<file path="config.mk">
export PLATFORM = sky130hd
export DESIGN_NAME = hazard_issue_unit_flat
export DESIGN_NICKNAME = d
export VERILOG_FILES = /design/src/rtl/hazard_issue_unit_if.sv /design/src/rtl/hazard_issue_unit.sv /design/src/flat_wrapper.sv
export SDC_FILE = /design/constraint.sdc
export NUM_CORES = 1
export LEC_CHECK = 0
export ABC_AREA = 1
export CORE_MARGIN = 2
export CORE_UTILIZATION = 45
export CTS_CLUSTER_DIAMETER = 150
export DETAILED_ROUTE_END_ITERATION = 8
export GPL_ROUTABILITY_DRIVEN = 0
export GPL_TIMING_DRIVEN = 0
export PLACE_DENSITY_LB_ADDON = 0.08
export SETUP_SLACK_MARGIN = 0.5
export SLEW_MARGIN = 20
export SYNTH_ARGS = -nofsm -noshare
export SYNTH_HDL_FRONTEND = slang
export SYNTH_SLANG_ARGS = --single-unit
</file>
<file path="constraint.sdc">
create_clock -name clk -period 2.3 [get_ports clk]
set_input_delay 0.46 -clock clk [delete_from_list [all_inputs] [get_ports clk]]
set_output_delay 0.46 -clock clk [all_outputs]
set_load 0.05 [all_outputs]
</file>
<file path="src/rtl/hazard_issue_unit_if.sv">
// Decode/execute/memory hazard bus for the superscalar issue unit.
// Lane i occupies bits [i*REGW +: REGW] of every packed specifier bus.
interface hazard_issue_unit_if #(
  parameter int LANES = 2,
  parameter int REGW  = 5
);
  logic [LANES-1:0]      validD;
  logic [LANES*REGW-1:0] rsD;
  logic [LANES*REGW-1:0] rtD;
  logic [LANES*REGW-1:0] writeregD;
  logic [LANES-1:0]      regwriteD;
  logic [LANES-1:0]      branchD;
  logic [LANES-1:0]      hiloD;
  logic [LANES-1:0]      multD;
  logic [LANES*REGW-1:0] writeregE;
  logic [LANES-1:0]      regwriteE;
  logic [LANES-1:0]      memtoregE;
  logic [LANES*REGW-1:0] writeregM;
  logic [LANES-1:0]      memtoregM;
  logic                  start_multE;
  logic                  stallF;
  logic                  stallD;
  logic [LANES-1:0]      flushE;
  logic [31:0]           stall_count;

  modport master (
    output validD, rsD, rtD, writeregD, regwriteD, branchD, hiloD, multD,
    output writeregE, regwriteE, memtoregE, writeregM, memtoregM, start_multE,
    input  stallF, stallD, flushE, stall_count
  );

  modport slave (
    input  validD, rsD, rtD, writeregD, regwriteD, branchD, hiloD, multD,
    input  writeregE, regwriteE, memtoregE, writeregM, memtoregM, start_multE,
    output stallF, stallD, flushE, stall_count
  );
endinterface

</file>
<file path="src/rtl/hazard_issue_unit.sv">
// In-order N-way issue/hazard unit: splits dependent bundles across cycles,
// tracks the multiplier busy window and counts decode stall cycles.
module hazard_issue_unit #(
  parameter int LANES       = 2,
  parameter int REGW        = 5,
  parameter int MULT_CYCLES = 4
) (
  input  logic               clk,
  input  logic               reset,
  hazard_issue_unit_if.slave bus
);
  localparam int CNTW = $clog2(MULT_CYCLES + 1);
  localparam logic [CNTW-1:0] MULT_LOAD = CNTW'(MULT_CYCLES);

  logic [LANES-1:0] issuedQ;
  logic [CNTW-1:0]  multCnt;
  logic [31:0]      stallCnt;
  logic [LANES-1:0] issue;
  logic             doneAll;
  logic             multBusy;
  logic             stall;

  function automatic logic regMatch(input logic [REGW-1:0] r, input logic [REGW-1:0] w);
    return (r == w) && (w != '0);
  endfunction

  assign multBusy = bus.start_multE | (multCnt != '0);

  // Lanes are resolved in order so a lane only sees producers that actually issue ahead of it.
  always_comb begin : issueLogic
    logic [REGW-1:0] rs, rt, wrE, wrM, wrJ;
    logic            hazard;
    logic            prefixDone;
    issue      = '0;
    prefixDone = 1'b1;
    rs         = '0;
    rt         = '0;
    wrE        = '0;
    wrM        = '0;
    wrJ        = '0;
    hazard     = 1'b0;
    for (int i = 0; i < LANES; i++) begin
      rs     = bus.rsD[i*REGW +: REGW];
      rt     = bus.rtD[i*REGW +: REGW];
      hazard = 1'b0;
      for (int k = 0; k < LANES; k++) begin
        wrE = bus.writeregE[k*REGW +: REGW];
        wrM = bus.writeregM[k*REGW +: REGW];
        if (bus.memtoregE[k] && (regMatch(rs, wrE) || regMatch(rt, wrE)))
          hazard = 1'b1;
        if (bus.branchD[i] && bus.regwriteE[k] && (regMatch(rs, wrE) || regMatch(rt, wrE)))
          hazard = 1'b1;
        if (bus.branchD[i] && bus.memtoregM[k] && (regMatch(rs, wrM) || regMatch(rt, wrM)))
          hazard = 1'b1;
      end
      if ((bus.hiloD[i] || bus.multD[i]) && multBusy)
        hazard = 1'b1;
      for (int j = 0; j < i; j++) begin
        wrJ = bus.writeregD[j*REGW +: REGW];
        if (issue[j] && bus.regwriteD[j] && (regMatch(rs, wrJ) || regMatch(rt, wrJ)))
          hazard = 1'b1;
        if (issue[j] && bus.multD[j] && (bus.hiloD[i] || bus.multD[i]))
          hazard = 1'b1;
      end
      issue[i]   = bus.validD[i] & ~issuedQ[i] & ~hazard & prefixDone & ~reset;
      prefixDone = prefixDone & (issuedQ[i] | ~bus.validD[i] | issue[i]);
    end
    doneAll = prefixDone;
  end

  assign stall           = ~doneAll & ~reset;
  assign bus.stallD      = stall;
  assign bus.stallF      = stall;
  assign bus.flushE      = ~issue;
  assign bus.stall_count = stallCnt;

  // Partial-issue mask clears once the whole bundle has gone, so the next bundle starts fresh.
  always_ff @(posedge clk) begin
    if (reset) begin
      issuedQ <= '0;
    end else if (doneAll) begin
      issuedQ <= '0;
    end else begin
      issuedQ <= issuedQ | issue;
    end
  end

  // A new start always reloads the full window, even mid-count.
  always_ff @(posedge clk) begin
    if (reset) begin
      multCnt <= '0;
    end else if (bus.start_multE) begin
      multCnt <= MULT_LOAD;
    end else if (multCnt != '0) begin
      multCnt <= multCnt - 1'b1;
    end
  end

  always_ff @(posedge clk) begin
    if (reset) begin
      stallCnt <= '0;
    end else if (stall && (stallCnt != 32'hFFFF_FFFF)) begin
      stallCnt <= stallCnt + 32'd1;
    end
  end
endmodule
</file>
<file path="src/flat_wrapper.sv">
// flat-port wrapper written by rule: the top's interface ports become plain ports
module hazard_issue_unit_flat 
#(
  parameter int LANES       = 2,
  parameter int REGW        = 5,
  parameter int MULT_CYCLES = 4
)
  (clk, reset, bus_validD, bus_rsD, bus_rtD, bus_writeregD, bus_regwriteD, bus_branchD, bus_hiloD, bus_multD, bus_writeregE, bus_regwriteE, bus_memtoregE, bus_writeregM, bus_memtoregM, bus_start_multE, bus_stallF, bus_stallD, bus_flushE, bus_stall_count);
  hazard_issue_unit_if #(.LANES(LANES), .REGW(REGW)) bus_i ();
  input  logic clk;
  input  logic reset;
  input wire logic [$bits(bus_i.validD)-1:0] bus_validD;
  input wire logic [$bits(bus_i.rsD)-1:0] bus_rsD;
  input wire logic [$bits(bus_i.rtD)-1:0] bus_rtD;
  input wire logic [$bits(bus_i.writeregD)-1:0] bus_writeregD;
  input wire logic [$bits(bus_i.regwriteD)-1:0] bus_regwriteD;
  input wire logic [$bits(bus_i.branchD)-1:0] bus_branchD;
  input wire logic [$bits(bus_i.hiloD)-1:0] bus_hiloD;
  input wire logic [$bits(bus_i.multD)-1:0] bus_multD;
  input wire logic [$bits(bus_i.writeregE)-1:0] bus_writeregE;
  input wire logic [$bits(bus_i.regwriteE)-1:0] bus_regwriteE;
  input wire logic [$bits(bus_i.memtoregE)-1:0] bus_memtoregE;
  input wire logic [$bits(bus_i.writeregM)-1:0] bus_writeregM;
  input wire logic [$bits(bus_i.memtoregM)-1:0] bus_memtoregM;
  input wire logic [$bits(bus_i.start_multE)-1:0] bus_start_multE;
  output wire logic [$bits(bus_i.stallF)-1:0] bus_stallF;
  output wire logic [$bits(bus_i.stallD)-1:0] bus_stallD;
  output wire logic [$bits(bus_i.flushE)-1:0] bus_flushE;
  output wire logic [$bits(bus_i.stall_count)-1:0] bus_stall_count;
  assign bus_i.validD = bus_validD;
  assign bus_i.rsD = bus_rsD;
  assign bus_i.rtD = bus_rtD;
  assign bus_i.writeregD = bus_writeregD;
  assign bus_i.regwriteD = bus_regwriteD;
  assign bus_i.branchD = bus_branchD;
  assign bus_i.hiloD = bus_hiloD;
  assign bus_i.multD = bus_multD;
  assign bus_i.writeregE = bus_writeregE;
  assign bus_i.regwriteE = bus_regwriteE;
  assign bus_i.memtoregE = bus_memtoregE;
  assign bus_i.writeregM = bus_writeregM;
  assign bus_i.memtoregM = bus_memtoregM;
  assign bus_i.start_multE = bus_start_multE;
  assign bus_stallF = bus_i.stallF;
  assign bus_stallD = bus_i.stallD;
  assign bus_flushE = bus_i.flushE;
  assign bus_stall_count = bus_i.stall_count;
  hazard_issue_unit #(.LANES(LANES), .REGW(REGW), .MULT_CYCLES(MULT_CYCLES)) u_core (.clk(clk), .reset(reset), .bus(bus_i));
endmodule
</file>
==> reports/metrics.yaml, run 1 <==
worst_setup_path:
  crit_chain: "clkdlybuf4s15_2, nor3_2, nand3_1, nand2_1, nor2_1, nand2_1, nand2_1, nor2_4, nand3_2, nand2_2, nand2_2, nand2_4, buf_12, buf_12, buf_12"
  cp.arrival_ns: 2.25
  cp_top_family: "simple AND/OR/NAND/NOR gates"
  crit_fanout: 6
  startpoint_type: "input port"
  slowest_delay_ns: 0.27
  worstSetupEndpointType: "output port"
  critical_path_required_ns: 1.84
  worst_path_max_delay_cell: "nor3_2"
  critical_path_class: "in2out"
  crit_buf_inv: 4
floorplan:
  dieArea_sq_um: 9730
  initial_core_util: 0.462
  io_pins: 105
  die_h_um: 98.7
  dieWidth_um: 98.7
  coreArea_sq_um: 8720
  num_rows: 34
drt:
  avgRoutedWirePerCell_um: 14.9
  drc: 0
  via_per_inst: 5.26
  dr.pass1.iters: 7
  vias: 4868
  antenna_left: 0
  drtIter0Drc: 258
  drt-total-wl_um: 13800
cts:
  root_buffer: "clkbuf_8"
  cts_num_sinks: 37
  clk_pin_slew_ns: 0.08
  cts_buffer_depth: 2
  ctsHtreeMaxLevel: 2
  hold_buffers: 0
  clk_latency_ns: 0.30
  cts_buffers: 5
  cts_tree: "yes"
global_routing:
  grt_pass1_wl_um: 21700
  grt_max_degree: 12
  grt_pass1_vias: 4670
  antenna_found_initial: 0
  grt-ovfl-total: 0
  grt.total_usage: 0.273
synth:
  yosysTopAreaCell: "nand2_1"
  synth_top_area_frac: 0.235
  yosys_warnings: 0
  synth_top_family_by_area: "simple AND/OR/NAND/NOR gates"
  netlist_instances: 702
  yosys_most_used_dff: "dfxtp_1"
  yosys-top-cells-area: "nand2_1, dfxtp_1, xor2_1"
  synthMuxAreaShare: 0
  ys_seq_area_frac: 0.184
  synthArstFlopShare: 0
  synthesis.nets: 775
  yosysUniqueCellTypes: 30
  synth_xor_area_frac: 0.146
  synth-simple-area-share: 0.463
  synth_compound_gate_area_share: 0.0738
  yosys_register_bits: 37
  synth-adder-area-share: 0.0124
  syn-cell-area_sq_um: 4030
  synth_edf_count: 0
  syn_avg_cell_area_sq_um: 5.74
finish:
  area_growth_pct: 43.3
  antenna_cells: 0
  drive_gt1_frac: 0.278
  post_layout_nonfiller_instances: 925
  fin_nets: 889
  nFillCells: 808
timing:
  setup_ws_ns: -0.410
  worst_slew_pin_slew_ns: 0.733
  max_slew_margin: 0.511
  final_hold_viol_count: 0
  rsz0062_at_grt: "true"
  min_period_over_period: 1.18
  finalClockSkew_ns: 0.00620
  max_freq_mhz: 369
  setup-violations-final: 36
  period_needed_ns: 2.71
  slew_viol_final: 0
power_and_ir_drop:
  totalPowerFinal_mw: 2.00
  irDropWorstVdd_v: 0.000235
  leakage_nw: 2.76
  powerDensity_nw_per_um2: 346
place:
  io_buffers: 81
  dp_hpwl_um: 10100
  dp.cells: 891
outcome:
  status: "finished with violations"
  failed_checks: "negative setup slack"
job:
  cap_violations: 0
hold_path:
  hp-class: "in2reg"
-- final cells by class --
type / count / area, sq um / area share
Multi-Input combinational cell: 555 / 3180 / 0.550
Buffer: 30 / 236 / 0.0409
Clock inverter: 1 / 5.00 / 0.000866
Sequential cell: 37 / 763 / 0.132
Timing Repair Buffer: 107 / 1060 / 0.183
Clock buffer: 7 / 96.3 / 0.0167
Tap cell: 108 / 135 / 0.0234
Inverter: 80 / 305 / 0.0528
-- sequential cells by signal, indices dropped and copies added (netlist names) --
register / count
u_core.bus.stall_count: 32
u_core.issuedQ: 2
u_core.multCnt: 3
-- what timing repair did --
action,in CTS,in global routing
pin swaps,28,14
gates cloned,5,0
endpoints found under the setup margin,70,42
buffers inserted,15,6
resized for setup,178,58
-- worst reg2reg max path: cells and delay by family (launching register included) --
kind / cells / cell delay [ns]
AO/OA/AOI/OAI: 2 / 0.11
adder cells (fa/ha/maj): 2 / 0.29
AND/OR/NAND/NOR: 10 / 0.95
buffers and inverters: 9 / 0.84
flip-flops: 1 / 0.33
-- path summary, 6_finish.rpt --
check | start | to | slack [ns] | depth (start not counted)
max | bus_writeregM[8] | bus_stallF | -0.41 | 15
min reg2reg | u_core.issuedQ[1]$_SDFF_PP0_ | u_core.issuedQ[1]$_SDFF_PP0_ | 0.44 | 2
max reg2reg | u_core.multCnt[0]$_SDFFE_PP0P_ | u_core.bus.stall_count[20]$_SDFFE_PP0P_ | -0.35 | 23
min | reset | u_core.bus.stall_count[4]$_SDFFE_PP0P_ | 0.42 | 2
-- cell usage in the layout, fill, tap and decap left out, types with 6 or more instances in the layout --
master	n
a21oi_2	32
clkbuf_2	17
buf_6	13
nand4_1	6
nand3_1	32
nor4_1	9
buf_2	11
nand2_1	236
nor3_1	14
dlygate4sd2_1	37
nand3_2	23
xnor2_1	20
nor2_1	64
clkbuf_8	7
dfxtp_2	12
inv_1	58
buf_4	11
clkdlybuf4s50_1	20
dfxtp_1	23
inv_2	20
clkdlybuf4s15_2	6
xor2_1	47
nand2_4	9
nand2_2	21
buf_8	8
a21oi_1	9
-- cells by family after synthesis --
group	count (synthesis)
and+or+nand+nor	435
xor gates and xnor gates	67
adders and majority gates	4
buffers and inverters	110
AOI/OAI and AO/OA	49
DFF	37
-- routing by layer --
metal / vias to the layer above / global-route usage / wire (um)
met5: - / 0 / 0
met4: 0 / 0.126 / 543
met3: 42 / 0.0319 / 788
met2: 194 / 0.509 / 7100
met1: 2230 / 0.309 / 5340
li1: 2402 / - / -
-- power by group --
group / internal, mW / total [mW] / switching, mW / leakage, nW
Combinational: 0.370 / 0.810 / 0.440 / 2.40
Clock: 0.271 / 0.525 / 0.254 / 0.0542
Sequential: 0.650 / 0.663 / 0.0124 / 0.306
-- through the flow --
stage               hold WS [ns]  setup WS [ns]  TNS, ns  utilization  area, sq um
global route               0.422         -0.536   -16.16        0.663         5780
finish                     0.415         -0.410   -11.37        0.663         5780
global placement           0.420          -1.59   -24.94        0.581         5070
detailed placement         0.422          -1.63   -26.88        0.581         5070
floorplan                  0.408        -0.0151  -0.0151            -         4120
CTS                        0.427         -0.386   -10.37        0.644         5610
-- synth_stat cells (6+ instances only) --
library cell / instances
nand2_2: 12
nand3_1: 57
clkbuf_2: 6
buf_2: 12
xnor2_1: 20
a21oi_2: 11
dfxtp_1: 37
nor4_1: 9
nor2_1: 69
nor3_1: 18
nand4_1: 6
a21oi_1: 30
xor2_1: 47
inv_1: 63
nand2_1: 253
buf_6: 7
inv_2: 17
Note: power is estimated with default switching activity, not from simulation.
==> run 2, diff against run 1 <==
--- a/config.mk
+++ b/config.mk
@@ -6,8 +6,10 @@
 export NUM_CORES = 1
 export LEC_CHECK = 0
 export ABC_AREA = 1
+export CELL_PAD_IN_SITES_DETAIL_PLACEMENT = 1
+export CELL_PAD_IN_SITES_GLOBAL_PLACEMENT = 2
 export CORE_MARGIN = 2
-export CORE_UTILIZATION = 45
+export CORE_UTILIZATION = 22
 export CTS_CLUSTER_DIAMETER = 150
 export DETAILED_ROUTE_END_ITERATION = 8
 export GPL_ROUTABILITY_DRIVEN = 0
==> reports/metrics.yaml, run 2 (synthesis results as in run 1) <==
worst_setup_path:
  cp_common_cell: "buf_12"
  crit_fanout: 6  # unchanged
  slowest_delay_ns: 0.28  # was 0.27 ns
  crit_chain: "clkdlybuf4s18_2, nor3_4, nand3_1, nand2_1, nor2_1, nand2_1, nand2_2, nor2_4, nand3_2, nand2_2, nand2_4, nand2_8, buf_12, buf_12, buf_12"  # was clkdlybuf4s15_2, nor3_2, nand3_1, nand2_1, nor2_1, nand2_1, nand2_1, nor2_4, nand3_2, nand2_2, nand2_2, nand2_4, buf_12, buf_12, buf_12
  critical_path_class: "in2out"  # unchanged
  startpoint_type: "input port"  # unchanged
  crit_buf_inv: 4  # unchanged
  worst_path_max_delay_cell: "clkdlybuf4s18_2"  # was nor3_2
  worstSetupEndpointType: "output port"  # unchanged
  cp.arrival_ns: 2.20  # was 2.25 ns
  r2r_slack_ns: -0.21  # was -0.35 ns
  critical_path_required_ns: 1.84  # about the same
  cp_top_family: "simple AND/OR/NAND/NOR gates"  # unchanged
cts:
  root_buffer: "clkbuf_16"  # was clkbuf_8
  cts_buffer_depth: 2  # unchanged
  ctsHtreeMaxLevel: 2  # unchanged
  hold_buffers: 0  # unchanged
  clk_latency_ns: 0.29  # was 0.30 ns
  cts_buffers: 5  # unchanged
  cts_num_sinks: 37  # unchanged
  clk_pin_slew_ns: 0.06  # was 0.08 ns
  cts_tree: "yes"  # unchanged
finish:
  drive_gt1_frac: 0.304  # was 0.278
  antenna_cells: 0  # unchanged
  finish.utilization: 0.343  # was 0.663
  final_common_cell: "nand2_1"  # unchanged
  post_layout_nonfiller_instances: 1046  # was 925
  final_cell_mix: "nand2_1, nor2_1, inv_1, xor2_1, nand3_1"  # was nand2_1, nor2_1, inv_1, xor2_1, dlygate4sd2_1
  largest_register_ffs: 32  # unchanged
  area_growth_pct: 52.9  # was 43.3%
  fin_nets: 889  # unchanged
  nFillCells: 2262  # was 808
global_routing:
  grt_max_degree: 12  # unchanged
  grt-ovfl-total: 0  # unchanged
  grt.total_usage: 0.179  # was 0.273
  grt_pass1_vias: 5113  # was 4670
  grt_pass1_wl_um: 27500  # was 21700 um
  antenna_found_initial: 0  # unchanged
floorplan:
  dieArea_sq_um: 19400  # was 9730 sq um
  num_rows: 49  # was 34
  initial_core_util: 0.224  # was 0.462
  die_h_um: 139  # was 98.7 um
  coreArea_sq_um: 18000  # was 8720 sq um
  io_pins: 105  # unchanged
  dieWidth_um: 139  # was 98.7 um
outcome:
  failed_checks: "negative setup slack"  # unchanged
  status: "finished with violations"  # unchanged
timing:
  min_period_over_period: 1.16  # was 1.18
  final_hold_viol_count: 0  # unchanged
  max_freq_mhz: 376  # was 369 MHz
  setup-violations-final: 36  # unchanged
  max_slew_margin: 0.480  # was 0.511
  totalNegativeSetupSlack_ns: -6.89  # was -11.37 ns
  slew_viol_final: 0  # unchanged
  rsz0062_at_grt: "true"  # unchanged
  period_needed_ns: 2.66  # was 2.71 ns
  setup_ws_ns: -0.361  # was -0.410 ns
  holdWs_ns: 0.469  # was 0.415 ns
  finalClockSkew_ns: 0.00288  # was 0.00620 ns
  worst_slew_pin_slew_ns: 0.780  # was 0.733 ns
place:
  io_buffers: 81  # unchanged
  dp_hpwl_um: 13800  # was 10100 um
  dp.cells: 1012  # was 891
drt:
  drt-total-wl_um: 17400  # was 13800 um
  drtIter0Drc: 156  # was 258
  antenna_left: 0  # unchanged
  via_per_inst: 4.53  # was 5.26
  vias: 4741  # was 4868
  avgRoutedWirePerCell_um: 16.6  # was 14.9 um
  drc: 0  # unchanged
  dr.pass1.iters: 4  # was 7
power_and_ir_drop:
  irDropWorstVdd_v: 0.000227  # was 0.000235 V
  totalPowerFinal_mw: 2.29  # was 2.00 mW
  leakage_nw: 2.87  # was 2.76 nW
  powerDensity_nw_per_um2: 371  # was 346 nW/um^2
job:
  cap_violations: 0  # unchanged
hold_path:
  hp-class: "reg2reg"  # was in2reg
==> run 2: cell types whose count changed in the layout (fill, tap and decap cells not counted), moves of 4 or more <==
cell,previous run,this run
dlygate4sd2_1,37,29
clkbuf_8,7,3
nand3_2,23,18
clkdlybuf4s50_1,20,15
nand2_2,21,17
clkbuf_2,17,13
clkbuf_16,0,5
clkdlybuf4s15_2,6,15
buf_2,11,17
nand2_4,9,15
==> run 2: through the flow <==
step | area [sq um] | setup slack (ns)
after floorplan | 4120 | -0.0151
after CTS | 5950 | -0.395
after global routing | 6170 | -0.470
after global placement | 5220 | -1.77
after detailed placement | 5220 | -1.77
final | 6170 | -0.361
==> run 2: area by class of cell <==
cell class                 instances  area [sq um]  share of cell area
timing repair buffer             107          1130               0.183
buffer                            30           262              0.0424
tap                              229           287              0.0465
multi-input combinational        555          3260               0.529
clock buffer                       7           153              0.0248
inverter                          80           305              0.0495
sequential                        37           764               0.124
clock inverter                     1          5.00            0.000812
==> run 2: what timing repair did <==
| action | in CTS | in global routing |
|---|---|---|
| pin swaps | 29 | 23 |
| buffers inserted | 18 | 3 |
| resized for setup | 208 | 93 |
| endpoints found under the setup margin | 70 | 43 |
| gates cloned | 5 | 0 |
==> run 2: final timing paths <==
check | start | to | depth (start not counted)
worst max-delay path | bus_writeregM[8] | bus_stallF | 15
worst min-delay path | u_core.issuedQ[1]$_SDFF_PP0_ | u_core.issuedQ[1]$_SDFF_PP0_ | 2
worst max register to register | u_core.multCnt[0]$_SDFFE_PP0P_ | u_core.bus.stall_count[20]$_SDFFE_PP0P_ | 20
worst min register to register | u_core.issuedQ[1]$_SDFF_PP0_ | u_core.issuedQ[1]$_SDFF_PP0_ | 2
==> run 2: metal layers <==
metal,global-route usage,part of all wire,up-vias
li1,-,-,2413
met1,0.205,0.41,2223
met2,0.355,0.54,87
met3,0.0138,0.029,18
met4,0.0436,0.018,0
met5,0,0,-
==> run 2: worst reg2reg max path: stages (launching register included) <==
cell      delay, ns
dfxtp_2        0.32
inv_2          0.07
ha_4           0.14
ha_4           0.14
inv_4          0.04
nor2_4         0.10
o21ai_2        0.08
nor3_2         0.15
nand2_2        0.09
nor2_4         0.14
a21boi_2       0.08
nand2_2        0.12
nand2_8        0.06
buf_4          0.13
buf_6          0.11
buf_8          0.13
buf_6          0.13
buf_12         0.12
buf_8          0.13
nand3_2        0.07
a21oi_2        0.05
==> run 2: report_power, final <==
part / internal (mW) / leakage [nW] / switching [mW]
logic: 0.404 / 2.48 / 0.479
clock network: 0.459 / 0.0799 / 0.280
registers: 0.652 / 0.307 / 0.0124
total: 1.51 / 2.87 / 0.771
==> run 3, diff against run 2 <==
--- a/config.mk
+++ b/config.mk
@@ -14,7 +14,7 @@
 export DETAILED_ROUTE_END_ITERATION = 8
 export GPL_ROUTABILITY_DRIVEN = 0
 export GPL_TIMING_DRIVEN = 0
-export PLACE_DENSITY_LB_ADDON = 0.08
+export PLACE_DENSITY = 0.79
 export SETUP_SLACK_MARGIN = 0.5
 export SLEW_MARGIN = 20
 export SYNTH_ARGS = -nofsm -noshare
==> reports/metrics.yaml, run 3 (synthesis results as in run 1) <==
worst_setup_path:
  critical_path_required_ns: 1.84  # about the same
  crit_buf_inv: 6  # was 4
  crit_start: "bus_writeregE[6]"  # was bus_writeregM[8]
  cp_top_family: "simple AND/OR/NAND/NOR gates"  # unchanged
  cp_common_cell: "nand2_1"  # was buf_12
  slowest_delay_ns: 0.31  # was 0.28 ns
  worst_path_max_delay_cell: "clkdlybuf4s15_1"  # was clkdlybuf4s18_2
  worstSetupEndpointType: "output port"  # unchanged
  crit_fanout: 5  # was 6
  cp.arrival_ns: 2.20  # about the same
  critical_path_class: "in2out"  # unchanged
  rr_startpoint: "u_core.multCnt[0]$_SDFFE_PP0P_"  # unchanged
  startpoint_type: "input port"  # unchanged
  crit_chain: "clkdlybuf4s15_1, inv_2, nand2_1, nand2_1, nor2_1, nand3_1, nand2_1, nand2_1, nand2_1, nor2_1, nand2_1, inv_1, nand2_2, nand2_2, nand2_4, buf_12, buf_12, buf_12"  # was clkdlybuf4s18_2, nor3_4, nand3_1, nand2_1, nor2_1, nand2_1, nand2_2, nor2_4, nand3_2, nand2_2, nand2_4, nand2_8, buf_12, buf_12, buf_12
cts:
  cts_num_sinks: 37  # unchanged
  ctsHtreeMaxLevel: 2  # unchanged
  cts_buffers: 5  # unchanged
  clk_pin_slew_ns: 0.06  # about the same
  hold_buffers: 0  # unchanged
  clk_latency_ns: 0.28  # was 0.29 ns
  cts_buffer_depth: 2  # unchanged
  root_buffer: "clkbuf_16"  # unchanged
  cts_tree: "yes"  # unchanged
timing:
  finalClockSkew_ns: 0.00436  # was 0.00288 ns
  max_freq_mhz: 376  # about the same
  period_needed_ns: 2.66  # about the same
  setup-violations-final: 34  # was 36
  totalNegativeSetupSlack_ns: -3.72  # was -6.89 ns
  slew_viol_final: 0  # unchanged
  rsz0062_at_grt: "true"  # unchanged
  worst_slew_pin_slew_ns: 0.674  # was 0.780 ns
  max_slew_margin: 0.551  # was 0.480
  holdWs_ns: 0.471  # was 0.469 ns
  final_hold_viol_count: 0  # unchanged
  min_period_over_period: 1.16  # about the same
  setup_ws_ns: -0.361  # about the same
drt:
  vias: 4603  # was 4741
  avgRoutedWirePerCell_um: 15.1  # was 16.6 um
  antenna_left: 0  # unchanged
  dr.pass1.iters: 4  # unchanged
  drt-total-wl_um: 15600  # was 17400 um
  drtIter0Drc: 134  # was 156
  drc: 0  # unchanged
  via_per_inst: 4.45  # was 4.53
hold_path:
  hp-class: "reg2reg"  # unchanged
  min_from: "u_core.issuedQ[1]$_SDFF_PP0_"  # unchanged
finish:
  fin_nets: 879  # was 889
  final_common_cell: "nand2_1"  # unchanged
  antenna_cells: 0  # unchanged
  final_cell_mix: "nand2_1, nor2_1, inv_1, nand3_1, xor2_1"  # was nand2_1, nor2_1, inv_1, xor2_1, nand3_1
  area_growth_pct: 36.9  # was 52.9%
  largest_register_ffs: 32  # unchanged
  post_layout_nonfiller_instances: 1035  # was 1046
  drive_gt1_frac: 0.220  # was 0.304
power_and_ir_drop:
  leakage_nw: 2.67  # was 2.87 nW
  p_seq_frac: 0.325  # was 0.291
  irDropWorstVdd_v: 0.000246  # was 0.000227 V
  internal_power_mw: 1.35  # was 1.51 mW
  powerDensity_nw_per_um2: 370  # was 371 nW/um^2
  swShare: 0.339  # was 0.337
  comb_power_share: 0.349  # was 0.386
  clkPwrFrac: 0.326  # was 0.323
  totalPowerFinal_mw: 2.04  # was 2.29 mW
  power.switching_mw: 0.693  # was 0.771 mW
global_routing:
  antenna_found_initial: 0  # unchanged
  grt_max_degree: 12  # unchanged
  grt-ovfl-total: 0  # unchanged
  grt_pass1_vias: 4604  # was 5113
  grt.total_usage: 0.156  # was 0.179
  grt_pass1_wl_um: 24800  # was 27500 um
floorplan:
  io_pins: 105  # unchanged
  coreArea_sq_um: 18000  # unchanged
  num_rows: 49  # unchanged
  dieArea_sq_um: 19400  # unchanged
  die_h_um: 139  # unchanged
  dieWidth_um: 139  # unchanged
  initial_core_util: 0.224  # unchanged
place:
  dp_hpwl_um: 12700  # was 13800 um
  preCtsSetupSlack_ns: -1.67  # was -1.77 ns
  io_buffers: 81  # unchanged
  dp.cells: 1012  # unchanged
outcome:
  status: "finished with violations"  # unchanged
  failed_checks: "negative setup slack"  # unchanged
job:
  cap_violations: 0  # unchanged
## run 3: changes by cell type in the layout (fill, tap and decap cells not counted), sizes merged
cell and change:
dlymetal6s2s +1, clkdlybuf4s15 -11, clkdlybuf4s18 -1, buf -15, clkbuf +12, dlygate4sd2 +3
## run 3: worst reg2reg max path: cells and delay by family (launching register included)
kind                       cells  cell delay (ns)
and+or+nand+nor               10             0.95
buffers and inverters          5             0.56
AOI/OAI and AO/OA              2             0.13
DFF                            1             0.32
adders and majority gates      2             0.29
## run 3: through the flow
stage / utilization / instance area, sq um
after floorplan: - / 4120
after global placement: 0.291 / 5220
after detailed placement: 0.291 / 5220
after CTS: 0.300 / 5400
after global routing: 0.307 / 5520
final: 0.307 / 5520
## run 3: final cells by class
| cell class | instances | area (sq um) |
|---|---|---|
| fillers | 2342 | 12400 |
| multi-input cells | 555 | 2940 |
| repair buffers | 97 | 865 |
| flip-flops and latches | 37 | 764 |
| inverters | 80 | 303 |
| well taps | 229 | 287 |
| plain buffers | 30 | 234 |
| clock buffers | 6 | 129 |
| clock inverters | 1 | 5.00 |
## run 3: path summary, 6_finish.rpt
path | end | slack, ns | depth (start not counted)
max | bus_stallF | -0.36 | 18
max reg2reg | u_core.bus.stall_count[11]$_SDFFE_PP0P_ | -0.09 | 19
min reg2reg | u_core.issuedQ[1]$_SDFF_PP0_ | 0.47 | 2
min | u_core.issuedQ[1]$_SDFF_PP0_ | 0.47 | 2
## run 3: power by group through the flow
stage / clock (mW) / sequential [mW] / combinational (mW)
5_1_grt: 0.705 / 0.664 / 0.788
3_5_place_dp: 0 / 0.676 / 0.648
3_3_place_gp: 0 / 0.676 / 0.644
4_1_cts: 0.685 / 0.663 / 0.660
2_1_floorplan: 0 / 0.686 / 0.394
6_report: 0.665 / 0.663 / 0.713
## run 3: routing by layer
| layer | wire length (um) | GRT usage |
|---|---|---|
| met1 | 8040 | 0.230 |
| met2 | 6970 | 0.249 |
| met3 | 460 | 0.0151 |
| met4 | 121 | 0.0282 |
| met5 | 0 | 0 |
## run 3: what timing repair did
action                                  CTS  global route
endpoints found under the setup margin   70            41
gates cloned                              0             4
gates resized for setup                 118            71
pin swaps                                10            12
buffers inserted                          5             7
==> patch 1, RTL diff (settings of run 2) <==
`LANES` is set to 2 in 3 places; all go to 1.
--- a/src/rtl/hazard_issue_unit_if.sv
+++ b/src/rtl/hazard_issue_unit_if.sv
@@ -3,3 +3,3 @@
 interface hazard_issue_unit_if #(
-  parameter int LANES = 2,
+  parameter int LANES = 1,
   parameter int REGW  = 5
--- a/src/rtl/hazard_issue_unit.sv
+++ b/src/rtl/hazard_issue_unit.sv
@@ -3,3 +3,3 @@
 module hazard_issue_unit #(
-  parameter int LANES       = 2,
+  parameter int LANES       = 1,
   parameter int REGW        = 5,
--- a/src/flat_wrapper.sv
+++ b/src/flat_wrapper.sv
@@ -3,3 +3,3 @@
 #(
-  parameter int LANES       = 2,
+  parameter int LANES       = 1,
   parameter int REGW        = 5,
Interface: changed (14 resized); port bits go from 105 to 71. The function was not compared with the original's and may differ.
==> patch 1 against run 2 <==
  * The flow still finishes with violations (setup timing)
  * Maximum frequency rose by 15%
  * Critical endpoint unchanged
  * Worst hold slack improved by 0.0049 ns
  * Combinational power fell by 65%
  * Setup slack improved by 0.36 ns
  * Wire length fell by 33%
  * Sequential cell count fell by 1
  * Count of clock-buffer cells in the layout decreased by 2
  * Non-clock buffer count shrank 33
  * Synthesized area down 30%
  * Global-route usage shrank 0.63 points
  * Highest routed layer unchanged
  * Design area shrank 30%
  * Sequential share of layout area is 5.1 points higher
  * Total power decreased by 28%
  * Sequential power shrank 3.8%
==> patch 1: results (changes against run 2) <==
set qor(cpMaxStageDelayCell) {sky130_fd_sc_hd__dfxtp_2}
set qor(dp.cells) 705 ;# -30%
set qor(synth-seq-area-share) 0.256 ;# +0.0725
set qor(grt_util_all_layers) 0.173 ;# -0.00626
set qor(cpPeakStageDelay_ns) 0.32 ;# +0.04 ns
set qor(max-slew-margin-rel) 0.522 ;# +0.0420
set qor(post_route_cells_drive_above_1_share) 0.283 ;# -0.0204
set qor(failed_checks) {setup timing}
set qor(first_iter_violations) 136 ;# -13%
set qor(vias_in_the_first_global_route) 3408 ;# -33%
set qor(cts_resized) 131 ;# -37%
set qor(crit-reg2reg-capture) {u_core.bus.stall_count[9]$_SDFFE_PP0P_}
set qor(internal-power_mw) 1.18 ;# -22%
set qor(postLayoutSetupSlackWorst_ns) -0.00583 ;# +0.355 ns
set qor(nets) 604 ;# -32%
set qor(register_to_register_setup_slack_ns) 0.25 ;# +0.46 ns
set qor(detailroute.wirelength.met3_um) 366 ;# -28%
set qor(grt_max_degree) 13 ;# +1
set qor(setup_violations) 1 ;# -97%
set qor(drt-wirelength-per-cell_um) 15.7 ;# -5.4%
set qor(port_buffers) 64 ;# -21%
set qor(syn-num-nets) 509 ;# -34%
set qor(irDropWorstVdd_mv) 0.219 ;# -3.4%
set qor(status) {complete, but fails checks}
set qor(holdWs_ns) 0.474 ;# +0.00485 ns
set qor(finalClockSkew_ns) 0.00821 ;# +0.00533 ns
set qor(grt_pass1_wl_um) 17900 ;# -35%
set qor(drt-met1-wl_um) 5640 ;# -21%
set qor(placed_cell_area_mm2) 0.00377 ;# -28%
set qor(worst-r2r-cell-count) 15 ;# -25%
set qor(pg_comb_mw) 0.310 ;# -65%
set qor(drt-total-wl_um) 11600 ;# -33%
set qor(hold_path_startpoint) {u_core.bus.stall_count[23]$_SDFFE_PP0P_}
set qor(power.density_mw_per_mm2) 381 ;# +2.7%
set qor(startpoint) {u_core.multCnt[0]$_SDFFE_PP0P_}
-- patch 1: cell types whose count changed in the layout (fill, tap and decap cells not counted), sizes merged, moves of 15 or more --
| cell | delta |
|---|---|
| inv | -30 |
| nand4 | +27 |
| xor2 | -33 |
| nand3 | -38 |
| nand2 | -91 |
| nor2 | -19 |
| buf | -15 |
-- patch 1: layer usage --
layer / vias to the layer above / global-route usage
li1: 1695 / -
met1: 1531 / 0.230
met2: 52 / 0.297
met3: 7 / 0.0242
met4: 0 / 0.0400
met5: - / 0
-- patch 1: final cells by class --
| cell class | count | area [um2] |
|---|---|---|
| multi-input combinational | 366 | 2000 |
| tap | 172 | 215 |
| timing repair buffer | 88 | 850 |
| inverter | 51 | 198 |
| sequential | 36 | 757 |
| clock buffer | 5 | 125 |
| clock inverter | 3 | 18.8 |
| buffer | 16 | 151 |
| fill | 1620 | 8250 |
-- patch 1: logic make-up (layout without fill, tap and decap cells) --
| group | count (synthesis) | after routing | synth area share |
|---|---|---|---|
| AO/OA/AOI/OAI | 36 | 36 | 0.0658 |
| XOR/XNOR | 21 | 21 | 0.0654 |
| AND/OR/NAND/NOR | 304 | 304 | 0.488 |
| buffers and inverters | 67 | 163 | 0.105 |
| flip-flops | 36 | 36 | 0.256 |
| adder cells (fa/ha/maj) | 4 | 4 | 0.0178 |
| other | 1 | 1 | 0.00133 |
-- patch 1: worst max path at each step --
stage / endpoint / slack, ns / cells after the start
after global placement: bus_stallF / -1.18 / 9
after detailed placement: bus_stallF / -1.16 / 9
after global routing: bus_stallF / -0.11 / 12
final: bus_stallF / -0.006 / 12
after floorplan: bus_stallF / 0.04 / 11
after CTS: bus_stallF / -0.06 / 12
==> patch 2, RTL diff (config.mk and constraints of run 2) <==
Made on the original files. Reset style: asynchronous (`reset`), changed in 3 clocked blocks.
--- a/src/rtl/hazard_issue_unit.sv
+++ b/src/rtl/hazard_issue_unit.sv
@@ -77,3 +77,3 @@
   // Partial-issue mask clears once the whole bundle has gone, so the next bundle starts fresh.
-  always_ff @(posedge clk) begin
+  always_ff @(posedge clk or posedge reset) begin
     if (reset) begin
@@ -88,3 +88,3 @@
   // A new start always reloads the full window, even mid-count.
-  always_ff @(posedge clk) begin
+  always_ff @(posedge clk or posedge reset) begin
     if (reset) begin
@@ -98,3 +98,3 @@
 
-  always_ff @(posedge clk) begin
+  always_ff @(posedge clk or posedge reset) begin
     if (reset) begin
Function: differs if reset is asserted again (counterexample within 4 cycles, from zero or initial values and one cycle with reset high); with reset held inactive, the same outputs for 10 cycles.
==> patch 2 against run 2 <==
  * The flow still finishes with violations (setup timing)
  * Synthesized area grew 1.6%
  * Wire length is 2.3% higher
  * Clock power down 0.7%
  * Sequential share of layout area is 3.8 points higher
  * Sequential cell count stayed put
  * Count of clock-buffer cells in the layout shrank 1
  * Critical path type unchanged
  * Non-clock buffer count is 5 lower
  * Total power rose by 15%
  * Setup slack improved by 0.024 ns
  * Largest cell class unchanged
  * Die area up 1.5%
  * Critical endpoint unchanged
  * Design area down 6.4%
  * Worst hold slack better by 0.085 ns
==> patch 2: results (changes against run 2) <==
set qor(status) {complete, but fails checks}
set qor(failed_checks) {setup timing}
set qor(critical_path_at_ns) 2.18 ;# -0.02 ns
set qor(drt-wirelength-per-cell_um) 17.1 ;# +3.3%
set qor(place_worst_setup_slack_ns) -1.53 ;# +0.232 ns
set qor(finalClockSkew_ns) 0.00929 ;# +0.00641 ns
set qor(placed_cell_area_mm2) 0.00530 ;# +1.6%
set qor(synth-seq-area-share) 0.226 ;# +0.0423
set qor(setup_violations) 18 ;# -50%
set qor(synth.top_cells.by_count) {sky130_fd_sc_hd__nand2_1, sky130_fd_sc_hd__nor2_1, sky130_fd_sc_hd__inv_1, sky130_fd_sc_hd__xor2_1}
set qor(synth.area.top_cells) {sky130_fd_sc_hd__nand2_1, sky130_fd_sc_hd__dfrtp_1, sky130_fd_sc_hd__xor2_1, sky130_fd_sc_hd__nor2_1, sky130_fd_sc_hd__xnor2_1}
set qor(postSynth.topFlopCell) {sky130_fd_sc_hd__dfrtp_1}
set qor(hold_path_startpoint) {u_core.bus.stall_count[5]$_DFFE_PP0P_}
set qor(post_route_cells_drive_above_1_share) 0.233 ;# -0.0706
set qor(clkTransAtPathRegs_ns) 0.06 ;# about the same
set qor(worst-r2r-cell-count) 19 ;# -5.0%
set qor(irDropWorstVdd_mv) 0.432 ;# +90%
set qor(syn-num-nets) 770 ;# -0.65%
set qor(ant_nets) 0 ;# unchanged
set qor(grt_pass1_wl_um) 28000 ;# +1.9%
set qor(drt-total-wl_um) 17800 ;# +2.3%
set qor(asyncSetResetFlopFracSynth) 1.00 ;# +1.00
set qor(static-leakage-power_nw) 3.04 ;# +6.0%
set qor(postLayoutSetupSlackWorst_ns) -0.337 ;# +0.0244 ns
set qor(nets) 878 ;# -1.2%
set qor(ys_warn_count) 0 ;# unchanged
set qor(grt_max_degree) 47 ;# +35
set qor(drt_pass1_iterations) 4 ;# unchanged
set qor(port_buffers) 80 ;# -1.2%
set qor(num_vias) 4740 ;# -0.021%
set qor(vias_in_the_first_global_route) 5028 ;# -1.7%
set qor(filler_cell_count) 2325 ;# +2.8%
set qor(grt_util_all_layers) 0.180 ;# +0.00135
set qor(startpoint) {bus_writeregE[5]}
set qor(rr_startpoint) {u_core.multCnt[0]$_DFFE_PP0P_}
set qor(cpMaxStageDelayCell) {sky130_fd_sc_hd__clkdlybuf4s15_2}
set qor(tightestPinTransition_ns) 0.636 ;# -0.144 ns
set qor(place_hpwl_um) 14200 ;# +2.8%
set qor(crit_path_max_fanout) 5 ;# -1
set qor(syn-instance-count) 698 ;# -0.57%
set qor(dp.cells) 1007 ;# -0.49%
set qor(cpPeakStageDelay_ns) 0.26 ;# -0.02 ns
[patch 2: cell families after synthesis]
| logic type | Yosys count | share of synthesized area |
|---|---|---|
| compound gates | 14 | 0.0183 |
| xor+xnor | 68 | 0.145 |
| fa+ha+maj | 3 | 0.00916 |
| buf+inv | 105 | 0.111 |
| flops | 37 | 0.226 |
| simple gates | 471 | 0.490 |
[patch 2: stage by stage]
stage	setup TNS, ns	power (mW)
after floorplan	-0.185	1.39
after global placement	-26.87	1.75
after detailed placement	-27.13	1.77
after CTS	-1.79	2.61
after global routing	-6.30	2.79
final	-0.995	2.63
[patch 2: worst min-delay path: stages (launching register included)]
cell and delay, ns:
sky130_fd_sc_hd__dfrtp_2 0.41, sky130_fd_sc_hd__nand2_2 0.06, sky130_fd_sc_hd__nand2_1 0.05
[patch 2: layout make-up]
type / instances / area [um2] / share of cell area
flip-flops and latches: 37 / 933 / 0.162
clock buffers: 6 / 139 / 0.0241
inverters: 74 / 283 / 0.0490
plain buffers: 31 / 250 / 0.0433
clock inverters: 2 / 13.8 / 0.00238
multi-input cells: 556 / 2950 / 0.511
repair buffers: 101 / 916 / 0.159
well taps: 229 / 287 / 0.0496
[patch 2: repair_timing]
action,CTS,global route
resized for setup,205,66
pin swaps,13,1
endpoints found under the setup margin,70,52
buffers inserted,14,4
cloned,2,1
[patch 2: worst paths after layout]
path                                                     endpoint  slack [ns]
min reg2reg                 u_core.bus.stall_count[5]$_DFFE_PP0P_        0.55
max reg2reg                u_core.bus.stall_count[25]$_DFFE_PP0P_       -0.02
min                         u_core.bus.stall_count[5]$_DFFE_PP0P_        0.55
max                                                    bus_stallF       -0.34
max in group asynchronous   u_core.bus.stall_count[4]$_DFFE_PP0P_        1.18
min in group asynchronous             u_core.issuedQ[1]$_DFF_PP0_        0.67
[patch 2: power by group]
part	leakage, nW	total [mW]	switching, mW	internal [mW]
clock network	0.0768	0.734	0.302	0.432
registers	0.496	0.808	0.0984	0.710
logic	2.47	1.09	0.653	0.435
total	3.04	2.63	1.05	1.58
[patch 2: routing by layer]
metal	vias up	track usage	part of all wire
li1	2396	-	-
met1	2250	0.267	0.51
met2	85	0.285	0.44
met3	9	0.0267	0.043
met4	0	0.0232	0.0062
met5	-	0	0
